===== src/rtl/mod_bus_bridge.sv =====
// mod_bus_bridge
// Sequential bridge between the CPU data port and four memory-mapped slaves
// (cpuid, UART, switches/LEDs, timer). The 1 MB region tag daddr[31:20]
// selects a slave. The slave receives a region-relative offset, a one-hot
// enable and registered request fields. It completes the transfer by raising
// its s_ack bit. A slave that does not answer within TIMEOUT wait cycles, or
// an address that matches no region, raises a one-cycle bus_err pulse and
// records the failing address in err_addr.
//
// Ports:
//   clk, rst            system clock, synchronous active-high reset
//   de, drw             CPU request enable and direction (1 = write)
//   daddr, din          CPU byte address and write data
//   dout                registered read data back to the CPU
//   stall               combinational hold request to the CPU
//   s_de                one-hot slave enable
//   s_rw, s_addr, s_din registered request fields presented to the slaves
//   s_dout0..s_dout3    slave read data
//   s_ack               per-slave completion strobe
//   bus_err             one-cycle error pulse (decode miss or timeout)
//   err_addr            address of the most recent error, held
module mod_bus_bridge #(
  parameter logic [11:0] BASE0   = 12'hf0a,
  parameter logic [11:0] BASE1   = 12'hf00,
  parameter logic [11:0] BASE2   = 12'hf01,
  parameter logic [11:0] BASE3   = 12'hf06,
  parameter int          TIMEOUT = 16
) (
  input  logic        clk,
  input  logic        rst,
  input  logic        de,
  input  logic        drw,
  input  logic [31:0] daddr,
  input  logic [31:0] din,
  output logic [31:0] dout,
  output logic        stall,
  output logic [3:0]  s_de,
  output logic        s_rw,
  output logic [31:0] s_addr,
  output logic [31:0] s_din,
  input  logic [31:0] s_dout0,
  input  logic [31:0] s_dout1,
  input  logic [31:0] s_dout2,
  input  logic [31:0] s_dout3,
  input  logic [3:0]  s_ack,
  output logic        bus_err,
  output logic [31:0] err_addr
);

  typedef enum logic [1:0] {IDLE, WAIT, DONE, ERR} state_t;

  // The counter value seen in the last wait cycle before the slave is
  // declared unresponsive.
  localparam logic [7:0] COUNT_LAST = 8'(TIMEOUT - 1);

  state_t      state;
  logic [1:0]  sel;
  logic [7:0]  count;
  logic [31:0] req_addr;

  logic        hit;
  logic [1:0]  hit_slot;
  logic        ack_sel;
  logic [31:0] rdata_sel;

  // Region decode. The order of the tests gives the lower slot priority when
  // two tags are configured identically.
  always_comb begin
    hit      = 1'b1;
    hit_slot = 2'd0;
    if (daddr[31:20] == BASE0) begin
      hit_slot = 2'd0;
    end else if (daddr[31:20] == BASE1) begin
      hit_slot = 2'd1;
    end else if (daddr[31:20] == BASE2) begin
      hit_slot = 2'd2;
    end else if (daddr[31:20] == BASE3) begin
      hit_slot = 2'd3;
    end else begin
      hit = 1'b0;
    end
  end

  // Only the ack and read data of the slave that owns the transfer matter.
  // Strobes on the other ack bits are ignored.
  always_comb begin
    ack_sel = s_ack[sel];
    case (sel)
      2'd0:    rdata_sel = s_dout0;
      2'd1:    rdata_sel = s_dout1;
      2'd2:    rdata_sel = s_dout2;
      default: rdata_sel = s_dout3;
    endcase
  end

  // Every state except WAIT can take a new request. The CPU is therefore held
  // whenever it presents one there, and it is held for the whole of WAIT.
  assign stall = (de && (state == IDLE || state == DONE || state == ERR)) ||
                 (state == WAIT);

  // Transfer sequencer. DONE and ERR each last a single cycle. Because they
  // accept requests exactly like IDLE, back-to-back transfers have no gap.
  always_ff @(posedge clk) begin
    if (rst) begin
      state    <= IDLE;
      sel      <= 2'd0;
      count    <= 8'd0;
      req_addr <= 32'h0;
      dout     <= 32'h0;
      s_de     <= 4'b0000;
      s_rw     <= 1'b0;
      s_addr   <= 32'h0;
      s_din    <= 32'h0;
      bus_err  <= 1'b0;
      err_addr <= 32'h0;
    end else begin
      bus_err <= 1'b0;
      case (state)
        IDLE, DONE, ERR: begin
          if (de) begin
            if (hit) begin
              state    <= WAIT;
              sel      <= hit_slot;
              s_de     <= 4'b0001 << hit_slot;
              s_rw     <= drw;
              s_addr   <= {12'h000, daddr[19:0]};
              s_din    <= din;
              req_addr <= daddr;
              count    <= 8'd0;
            end else begin
              state    <= ERR;
              bus_err  <= 1'b1;
              err_addr <= daddr;
              dout     <= 32'h0;
            end
          end else begin
            state <= IDLE;
          end
        end
        WAIT: begin
          // An ack wins over a timeout that falls in the same cycle.
          if (ack_sel) begin
            if (!s_rw) begin
              dout <= rdata_sel;
            end
            s_de  <= 4'b0000;
            state <= DONE;
          end else if (count == COUNT_LAST) begin
            state    <= ERR;
            bus_err  <= 1'b1;
            err_addr <= req_addr;
            dout     <= 32'h0;
            s_de     <= 4'b0000;
          end else begin
            count <= count + 8'd1;
          end
        end
      endcase
    end
  end

endmodule


===== config.mk =====
export PLATFORM = sky130hd
export DESIGN_NAME = mod_bus_bridge
export DESIGN_NICKNAME = d
export VERILOG_FILES = /design/src/rtl/mod_bus_bridge.sv
export SDC_FILE = /design/constraint.sdc
export NUM_CORES = 1
export LEC_CHECK = 0
export CORE_UTILIZATION = 37
export CTS_CLUSTER_DIAMETER = 50
export DETAILED_ROUTE_END_ITERATION = 10
export PLACE_DENSITY = 0.85
export SLEW_MARGIN = 40
export SYNTH_ARGS = -nofsm -noshare
export SYNTH_HDL_FRONTEND = slang
export SYNTH_SLANG_ARGS = --single-unit

===== constraint.sdc =====
create_clock -name clk -period 2.5 [get_ports clk]
set_input_delay 0.375 -clock clk [delete_from_list [all_inputs] [get_ports clk]]
set_output_delay 0.375 -clock clk [all_outputs]
set_load 0.05 [all_outputs]

Yosys cells after proc, flatten, opt, wreduce, memory -nomap -nowiden --
Cells that the tools add are included. Widths: inputs -> output; s select.
Operators by class: multiplexer cells 42, magnitude comparators 1, reduce and logical (&&, ||, !) cells 12, add/sub/neg operators 1, eq/ne operators 18, shift-type cells 1
Operators by type and width (count):
- $mux 32 | 9
- $pmux 32 s2 | 2
- $pmux 32 s3 | 1
- $eq 12x12->1 const B | 4
- $mux 8 | 4
- $mux 2 | 8
- $mux 4 | 4
- $pmux 8 s2 | 1
- $reduce_and 4->1 | 3
- $ne 2x2->1 const B | 5
- $mux 1 | 9
- $add 8x1->8 const B | 1
- $eq 8x4->1 const B | 1
- $pmux 4 s2 | 1
- $eq 2x2->1 const B | 3
- $reduce_and 3->1 | 2
- $eq 2x1->1 const B | 2
- $logic_not 2->1 | 2
- $pmux 2 s2 | 1
- $shl 1x2->4 const A | 1
- $logic_or 1x1->1 | 3
- $lt 2x3->1 const B | 1
- $ne 3x2->1 const B | 1
- $ne 3x3->1 const B | 1
- other kinds (5) | 5
Storage, ports and cells: input port bits 200, word-level logic and storage cells 86, register bits after elaboration 166

Logic depth before layout (Yosys ltp) --
Gate-level depths: netlist of run 1.
depth after elaboration 9, mapped depth 9

Worst setup path before layout of run 1 --
Ideal clock, no wire load.
path kind register to register, from register sel[0], to register err_addr[24], setup slack 0.205 ns, path buffers 3, cell stages (with the launch flop) 9, arrival 2.181 ns, library setup time 0.115 ns, path through dfxtp_1 -> buf_6 -> mux4_2 -> and2_4 -> buf_6 -> a2111oi_4 -> buf_6 -> a31oi_1 -> o21a_1
Between the ends: longest elaborated chain between the ends 4
Ends and longest elaborated chain:
- start, declared | RTL line 57 | logic [1:0] sel;
- start signal, assigned | RTL line 123 | sel <= hit_slot;
- $bmux 1 s2 | RTL line 87 | ack_sel = s_ack[sel];
- $mux 1 (not written as such) | RTL line 87
- $ne 2x2->1 (no source line)
- $reduce_and 4->1 (no source line)
- end signal, assigned | RTL line 133 | err_addr <= daddr;
- end signal, assigned | RTL line 151 | err_addr <= req_addr;
- end, declared | RTL line 47 | output logic [31:0] err_addr
No other way between the ends. The select of a mux whose other input is x is not followed. A chain may end at the register's enable or synchronous reset.

Worst setup path in the final report of run 1 --
from input daddr[24], to register s_de[3]
Between the ends: longest elaborated chain between the ends 9
Ends and longest elaborated chain:
- start, declared | RTL line 33 | input logic [31:0] daddr,
- $eq 12x12->1 | RTL line 77 | end else if (daddr[31:20] == BASE3) begin
- $mux 2 | RTL line 77
- $mux 2 | RTL line 75 | end else if (daddr[31:20] == BASE2) begin
- $mux 2 | RTL line 73 | end else if (daddr[31:20] == BASE1) begin
- $mux 2 | RTL line 71 | if (daddr[31:20] == BASE0) begin
- $shl 1x2->4 | RTL line 124 | s_de <= 4'b0001 << hit_slot;
- $mux 4 | RTL line 121 | if (hit) begin
- $mux 4 | RTL line 120 | if (de) begin
- $pmux 4 s2 | RTL line 118 | case (state)
- end signal, assigned | RTL line 124
- end, declared | RTL line 37 | output logic [3:0] s_de,
Several ways; a longest one is shown, not always the timed one. The select of a mux whose other input is x is not followed.

==> results of run 1 <==
kinds of logic (layout without fill, tap and decap cells):
group | Yosys count | count (layout)
compound gates | 154 | 154
xor+xnor | 2 | 2
fa+ha+maj | 1 | 1
buf+inv | 96 | 386
flops | 146 | 146
mux | 67 | 67
other cells | 1 | 12
simple gates | 301 | 301
through the flow:
step / worst slack [ns] / TNS [ns] / instances
floorplan: 0.205 / 0 / 779
global placement: -0.184 / -12.85 / 1266
detailed placement: -0.253 / -18.71 / 1266
CTS: 0.180 / 0 / 1298
global route: 0.0964 / 0 / 1298
finish: 0.157 / 0 / 1298
layer usage:
layer  vias to the layer above  track usage  share of wire
met3                        42       0.0546          0.061
met1                      3138        0.259           0.40
met4                         0        0.106          0.034
li1                       3184            -              -
met2                       214        0.377           0.51
met5                         -            0              0
final timing paths:
check,from,endpoint,depth (start not counted)
max,daddr[24],s_de[3],6
max reg2reg,sel[0],err_addr[5],6
min reg2reg,s_din[7],s_din[7],2
min,rst,sel[1],2
sequential cells by signal, summed over array words and instances (netlist names):
name	cells
state	2
err_addr	32
sel	2
req_addr	32
s_din	32
s_rw	1
dout	32
count	8
bus_err	1
s_de	4
cells in the final DEF (no fill, tap or decap), types with 4 or more instances in the layout:
cell type and count:
clkdlybuf4s50_1 320, nand2_1 220, dfxtp_1 145, a21oi_1 69, nand2b_1 36, o21a_1 36, a31oi_1 35, mux4_2 33
mux2i_1 33, buf_4 25, clkbuf_16 17, nor2_1 14, conb_1 12, buf_12 7, a211oi_1 6, nor3b_1 4
cell type report:
cell class | instances | area [um^2]
Clock buffer | 19 | 453
Sequential cell | 146 | 2920
Timing Repair Buffer | 352 | 3530
Tap cell | 229 | 287
Clock inverter | 13 | 149
Multi-Input combinational cell | 537 | 3470
Fill cell | 1516 | 7320
Inverter | 2 | 7.51
power groups by stage:
stage	Sequential, mW	Clock, mW	Combinational [mW]
floorplan	2.74	0	0.400
global placement	2.49	0	1.17
detailed placement	2.49	0	1.18
CTS	2.44	2.65	1.19
global route	2.45	2.75	1.24
finish	2.44	2.58	1.18
==> flow_results.org, run 1 <==
** Timing
- On the final layout, the worst clock skew is between 0.01 and 0.015 ns.
- Dividing the final minimum period by the clock period gives 0.937.
- Crit path time final :: approximately 2.3 ns
- The worst pin sits at a relative slew slack of 0.583.
- Worst slew pin tran :: roughly 0.63 ns
- Final hold analysis gives a worst-case slack of approximately 0.33 ns.
- Setup-failing EPs final :: 0
- Total count of max-transition violations in the final report :: 0
- Timing would allow up to between 400 and 500 MHz.
- The number of endpoints with negative hold slack in the final report is 0.
- Setup repair after global routing left no endpoint under its margin.

** Power and ir drop
- Power density cells :: about 570 nW/um^2
- Across the VDD grid, the largest voltage drop is 0.434 mV.
- Of the total power, combinational logic draws 0.190.
- The share of total power dissipated in sequential elements is 0.393.
- The analysis attributes to net switching a power of 1.69 mW.
- The internal portion of the total power is 4.51 mW.
- In this run the static leakage power is ~3.8 nW.
- Sw Share :: 0.273
- Pwr Total :: around 6.2 mW
- The share of total power dissipated in the clock network is 0.416.

** Synth
- Multiplexer area fraction after synthesis :: 0.157
- By area, the combinational part of the netlist is dominated by simple AND/OR/NAND/NOR gates.
- Post-synth top cells :: nand2_1 (220), dfxtp_1 (146), a21oi_1 (69)
- The synthesized design spends more area on one cell type than any other, namely dfxtp_1.
- Syn Std Cell Area :: just under 7000 um^2
- After synthesis, the mean cell area works out to around 9.0 um^2.
- The area fraction in compound gates after synthesis is 0.139.
- Synthesized flop and latch total :: between 100 and 150
- Ranking of synthesized cells by area :: dfxtp_1 (42%), nand2_1 (12%), mux4_2 (11%)
- After synthesis, the share of flip-flops with an asynchronous set or reset is 0.
- Of the total synthesized cell area, the portion taken by AND, OR, NAND and NOR gates is 0.193.
- Of the total synthesized cell area, the portion taken by full adders, half adders and majority gates is 0.00181.
- Synth top area share :: 0.424
- The most common cell in the synthesized netlist is nand2_1.
- The cell count after synthesis came out at between 700 and 800.
- The most used flip-flop cell after synthesis is dfxtp_1.
- Post-synth EDFFs :: 0
- Of the total synthesized cell area, the portion taken by XOR and XNOR cells is 0.00254.
- Synth warn :: 0
- Library cells used by synthesis :: 41
- Post-synthesis sequential area ratio :: 0.424

** Worst setup path
- STA classifies the critical path startpoint as an input port.
- The worst setup path is of the input port to flop kind.
- STA classifies the critical path endpoint as a flop.
- Critical-path maximum fanout :: 3
- STA puts the critical path data arrival time at roughly 2.7 ns.
- The critical path goes through clkdlybuf4s50_1, or4b_2, nor2_1, nor4b_2, or4b_1, a21oi_1.
- The largest individual stage delay along the critical path comes from the cell or4b_2.
- Together, buffers and inverters on the worst path number 1.
- The kind of cell with the highest combined delay along the critical path is simple AND/OR/NAND/NOR gates.
- Flop-to-flop setup slack :: between 0.4 and 0.5 ns
- Critical path required time :: about 2.8 ns
- The largest single stage delay on the critical path is 0.77 ns.

** Clock tree
- Clk buf depth :: 2
- Number of hold-repair buffers added at the cts stage :: 0
- Post-CTS sizing :: 0
- The clock reaches the later pin of the worst-skew pair after around 0.42 ns.
- Clock sinks :: 146
- TritonCTS built the clock tree.
- Clock tree synthesis selected as its root buffer the cell clkbuf_16.
- Clock-pin slew of the registers on the worst-case setup and hold paths :: ~0.060 ns
- TritonCTS created 17 clock buffers.
- Htree depth :: 4
- Post-CTS setup buffers :: 0

** Floorplan
- Measured along the x axis, the die boundary spans 139 um.
- Pin placement for this block handled 335 I/O pins.
- Row cnt :: around 50
- Area of the die :: about 19000 um^2
- Initial Utilization :: 0.380
- Die Span Y :: around 140 um
- Core box area :: ~18000 um^2

** Global route
- Overall routing resource usage :: 0.220
- The first global-routing pass estimated 32900 um of wire.
- Pin count of the biggest net entering global routing :: just over 90
- Number of antenna violations at the first check in global routing :: 0
- The number of global-route vias before repair was between 6000 and 7000.
- The total overflow left after global routing is 0.

** Layout
- Antenna Cells :: 0
- Net count reported at finish :: approximately 1300
- Share of cells above drive strength 1 :: 0.104
- Final design instance area without fill :: 10800 um^2
- Core occupancy in the finished layout :: 0.597
- Relative to the synthesized area, the layout overhead comes to 56.9%.

** Route
- Routed WL per cell :: 16.2 um
- Wire length reported by the detailed router :: ~21000 um
- For this block, the initial DRC count from the detailed router was around 320.
- The first TritonRoute pass finished after 8 iterations.
- Via count :: between 6000 and 7000
- Vias per cell :: slightly above 5
- In the routed design, unresolved DRC markers number 24.
- The count of nets left with antenna violations once routing finished came out at 0.

** Run status
- The run finished, with violations left.
- Violations in the final reports :: DRC

** Flow run
- Across the run, the number of max-cap violations was 0.

** Min path
- Type of the most critical hold path :: input port to flop

** Placement
- Final estimated routing congestion in global placement :: between 0.8 and 0.9
- After detailed placement, the total cell area comes to around 10000 um^2.
- Number of port buffers :: between 300 and 400
- HPWL after DPL :: 15600 um
No activity file was read; power rests on OpenSTA's default activity.
==> run 2, diff against run 1 <==
CORE_MARGIN = 3   (was not set)
==> run 2 against run 1 <==
  * The run now ends clean
  * Worst hold slack got worse by 0.0091 ns
  * Die area rose by 5.9%
  * Sequential share of layout area fell by 0.065 points
  * Non-clock buffer count rose by 4
  * Critical path type unchanged
  * Critical endpoint unchanged
  * Largest cell class unchanged
  * Highest routed layer unchanged
==> flow_results.org, run 2 (synthesis results as in run 1) <==
** Floorplan
- The full die area was 20300 um^2 (was 19200 um^2).
- The die outline width was 143 um (was 139 um).
- Die Span Y :: 143 um (was 139 um)
- The placement row count is 49 (unchanged).
- Initial Utilization :: 0.380 (unchanged)
- The number of primary I/O pins came to 335 (unchanged).
- The core footprint is 18100 um^2 (unchanged).

** Route
- Detailed router's first-iteration violation count :: 308 (was 322)
- Routed WL per cell :: 16.7 um (was 16.2 um)
- Via count :: 6611 (was 6578)
- The number of antenna-violating nets in the routed design is 0 (unchanged).
- The remaining design rule violation count is 0 (was 24).
- Detailed-routing iteration count for the pre-antenna-repair pass :: 7 (was 8)
- Vias per cell :: 5.07 (about the same)
- Wire length reported by the detailed router :: 21700 um (was 21100 um)

** Clock tree
- Clk buf depth :: 2 (unchanged)
- Latest clock arrival within the worst-skew pair :: 0.42 ns (about the same)
- The number of setup buffers added after CTS is 0 (unchanged).
- Number of hold-repair buffers added at the cts stage :: 0 (unchanged)
- Clk root buf :: clkbuf_16 (unchanged)
- Clock sinks :: 146 (unchanged)
- Htree depth :: 4 (unchanged)
- The clock edge transition at the registers on the reported setup and hold paths came to 0.06 ns (about the same).
- The TritonCTS clock tree is done (unchanged).
- The number of buffers added by the clock tree synthesis step is 17 (unchanged).
- Post-CTS sizing :: 0 (unchanged)

** Worst setup path
- Kind of capture point of the worst setup path :: flop (unchanged)
- CP cell instances: clkdlybuf4s50_1, or4b_2, nor2_1, nor4b_2, or4b_1, a21oi_1 (unchanged).
- The kind of start point of the critical path is an input port (unchanged).
- Crit-path max cell delay :: 0.77 ns (about the same)
- Critical-path maximum fanout :: 3 (unchanged)
- Crit Path Category :: input port to flop (unchanged)
- The register-to-register setup slack was 0.35 ns (was 0.42 ns).
- The signal arrival time at the worst endpoint came to 2.72 ns (was 2.68 ns).
- The worst endpoint required time was 2.84 ns (about the same).
- The count of cells along the worst register-to-register path was 7 (was 6).
- The worst-path cell with the longest stage delay is or4b_2 (unchanged).

** Timing
- Setup-failing EPs final :: 0 (unchanged)
- Worst slew pin tran :: 0.631 ns (was 0.625 ns)
- Total count of max-transition violations in the final report :: 0 (unchanged)
- The total negative slack for setup checks is 0 ns (unchanged).
- Maximum clock frequency :: 420 MHz (was 427 MHz)
- The headroom to the max-slew limit came to 0.579 (was 0.583).
- The minimum clock period after layout is 2.38 ns (was 2.34 ns).
- Setup repair after global routing missed its margin: false (unchanged).
- Final hold violations :: 0 (unchanged)
- Skew final :: 0.00990 ns (was 0.0148 ns)
- Final critical-path share of the clock period :: 0.952 (was 0.937)

** Power and ir drop
- Power density cells :: 566 nW/um^2 (was 573 nW/um^2)
- The maximum resistive drop on vdd is 0.434 mV (about the same).
- Pwr Total :: 6.14 mW (was 6.21 mW)
- Leakage power of the design :: 3.84 nW (was 3.83 nW)

** Global route
- Gr ovfl total :: 0 (unchanged)
- Overall routing resource usage :: 0.203 (was 0.220)
- Vias in the first global route :: 6240 (was 6308)
- Pin count of the biggest net entering global routing :: 55 (was 92)
- Number of antenna violations at the first check in global routing :: 1 (was 0)
- First-pass GRT wire length :: 32800 um (was 32900 um)

** Layout
- Number of non-filler instances in the completed layout :: 1303 (was 1298)
- The layout filler cell count is 1523 (was 1516).
- Most frequent cells in the layout: clkdlybuf4s50_1 (320), nand2_1 (220), dfxtp_1 (145), a21oi_1 (69) (unchanged).
- The signed area change from the synthesized netlist to the final layout was 57.3% (was 56.9%).
- Multi-input gate area :: 3470 um^2 (unchanged)
- The cell area after layout is 10900 um^2 (was 10800 um^2).
- The fraction of final layout cells with drive strength greater than 1 came to 0.106 (was 0.104).
- The net total in the final layout came to 1261 (was 1257).
- The most frequent standard cell in the layout excluding fill and tap cells is clkdlybuf4s50_1 (unchanged).
- Core occupancy in the finished layout :: 0.598 (was 0.597)
- Area used by sequential logic in the layout :: 2920 um^2 (unchanged)

** Min path
- The worst min-delay path category is input port to flop (unchanged).
- Hold path depth :: 2 (unchanged)

** Placement
- The count of input and output buffers came to 322 (unchanged).
- Final estimated routing congestion in global placement :: 0.832 (was 0.881)
- Placement-stage cell area :: 10300 um^2 (was 10200 um^2)
- HPWL after DPL :: 16600 um (was 15600 um)
- Placed cell count :: 1270 (was 1266)

** Flow run
- Max-capacitance violation count :: 0 (unchanged)

** Run status
- Status: finished clean (was finished, violations left).
## run 2: cell types whose count changed in the layout (fill, tap and decap cells not counted), sizes merged
cell,before,now
diode,0,1
buf,32,36
inv,6,7
clkbuf,19,18
## run 2: worst paths after layout
kind | startpoint | end
setup / recovery | daddr[24] | s_de[3]
hold / removal | rst | s_de[2]
setup reg to reg | count[0] | err_addr[17]
hold reg to reg | s_din[6] | s_din[6]
## run 2: worst max-delay path, delay by kind of cell
family,cells,cell delay [ns]
AOI/OAI and AO/OA,1,0.16
buffers and inverters,1,0.45
and+or+nand+nor,4,1.74
## run 2: final cells by class
type	count	area share
Clock buffer	18	0.0395
Timing Repair Buffer	356	0.329
Clock inverter	14	0.0142
Inverter	2	0.000692
Tap cell	229	0.0264
Multi-Input combinational cell	537	0.320
Sequential cell	146	0.269
Antenna cell	1	0.000231
## run 2: through the flow
| stage | worst slack, ns | hold WS [ns] |
|---|---|---|
| 2_1_floorplan | 0.205 | 0.437 |
| 3_3_place_gp | -0.195 | 0.441 |
| 3_5_place_dp | -0.264 | 0.446 |
| 4_1_cts | 0.130 | 0.303 |
| 5_1_grt | 0.0334 | 0.321 |
| 6_report | 0.120 | 0.321 |
## run 2: routing by layer
metal	global-route usage	share of wire
met1	0.257	0.40
met2	0.336	0.51
met3	0.0477	0.060
met4	0.0790	0.027
met5	0	0
## run 2: report_power, final
group,internal [mW],switching (mW)
Clock,1.49,1.02
Sequential,2.40,0.0391
Combinational,0.580,0.613
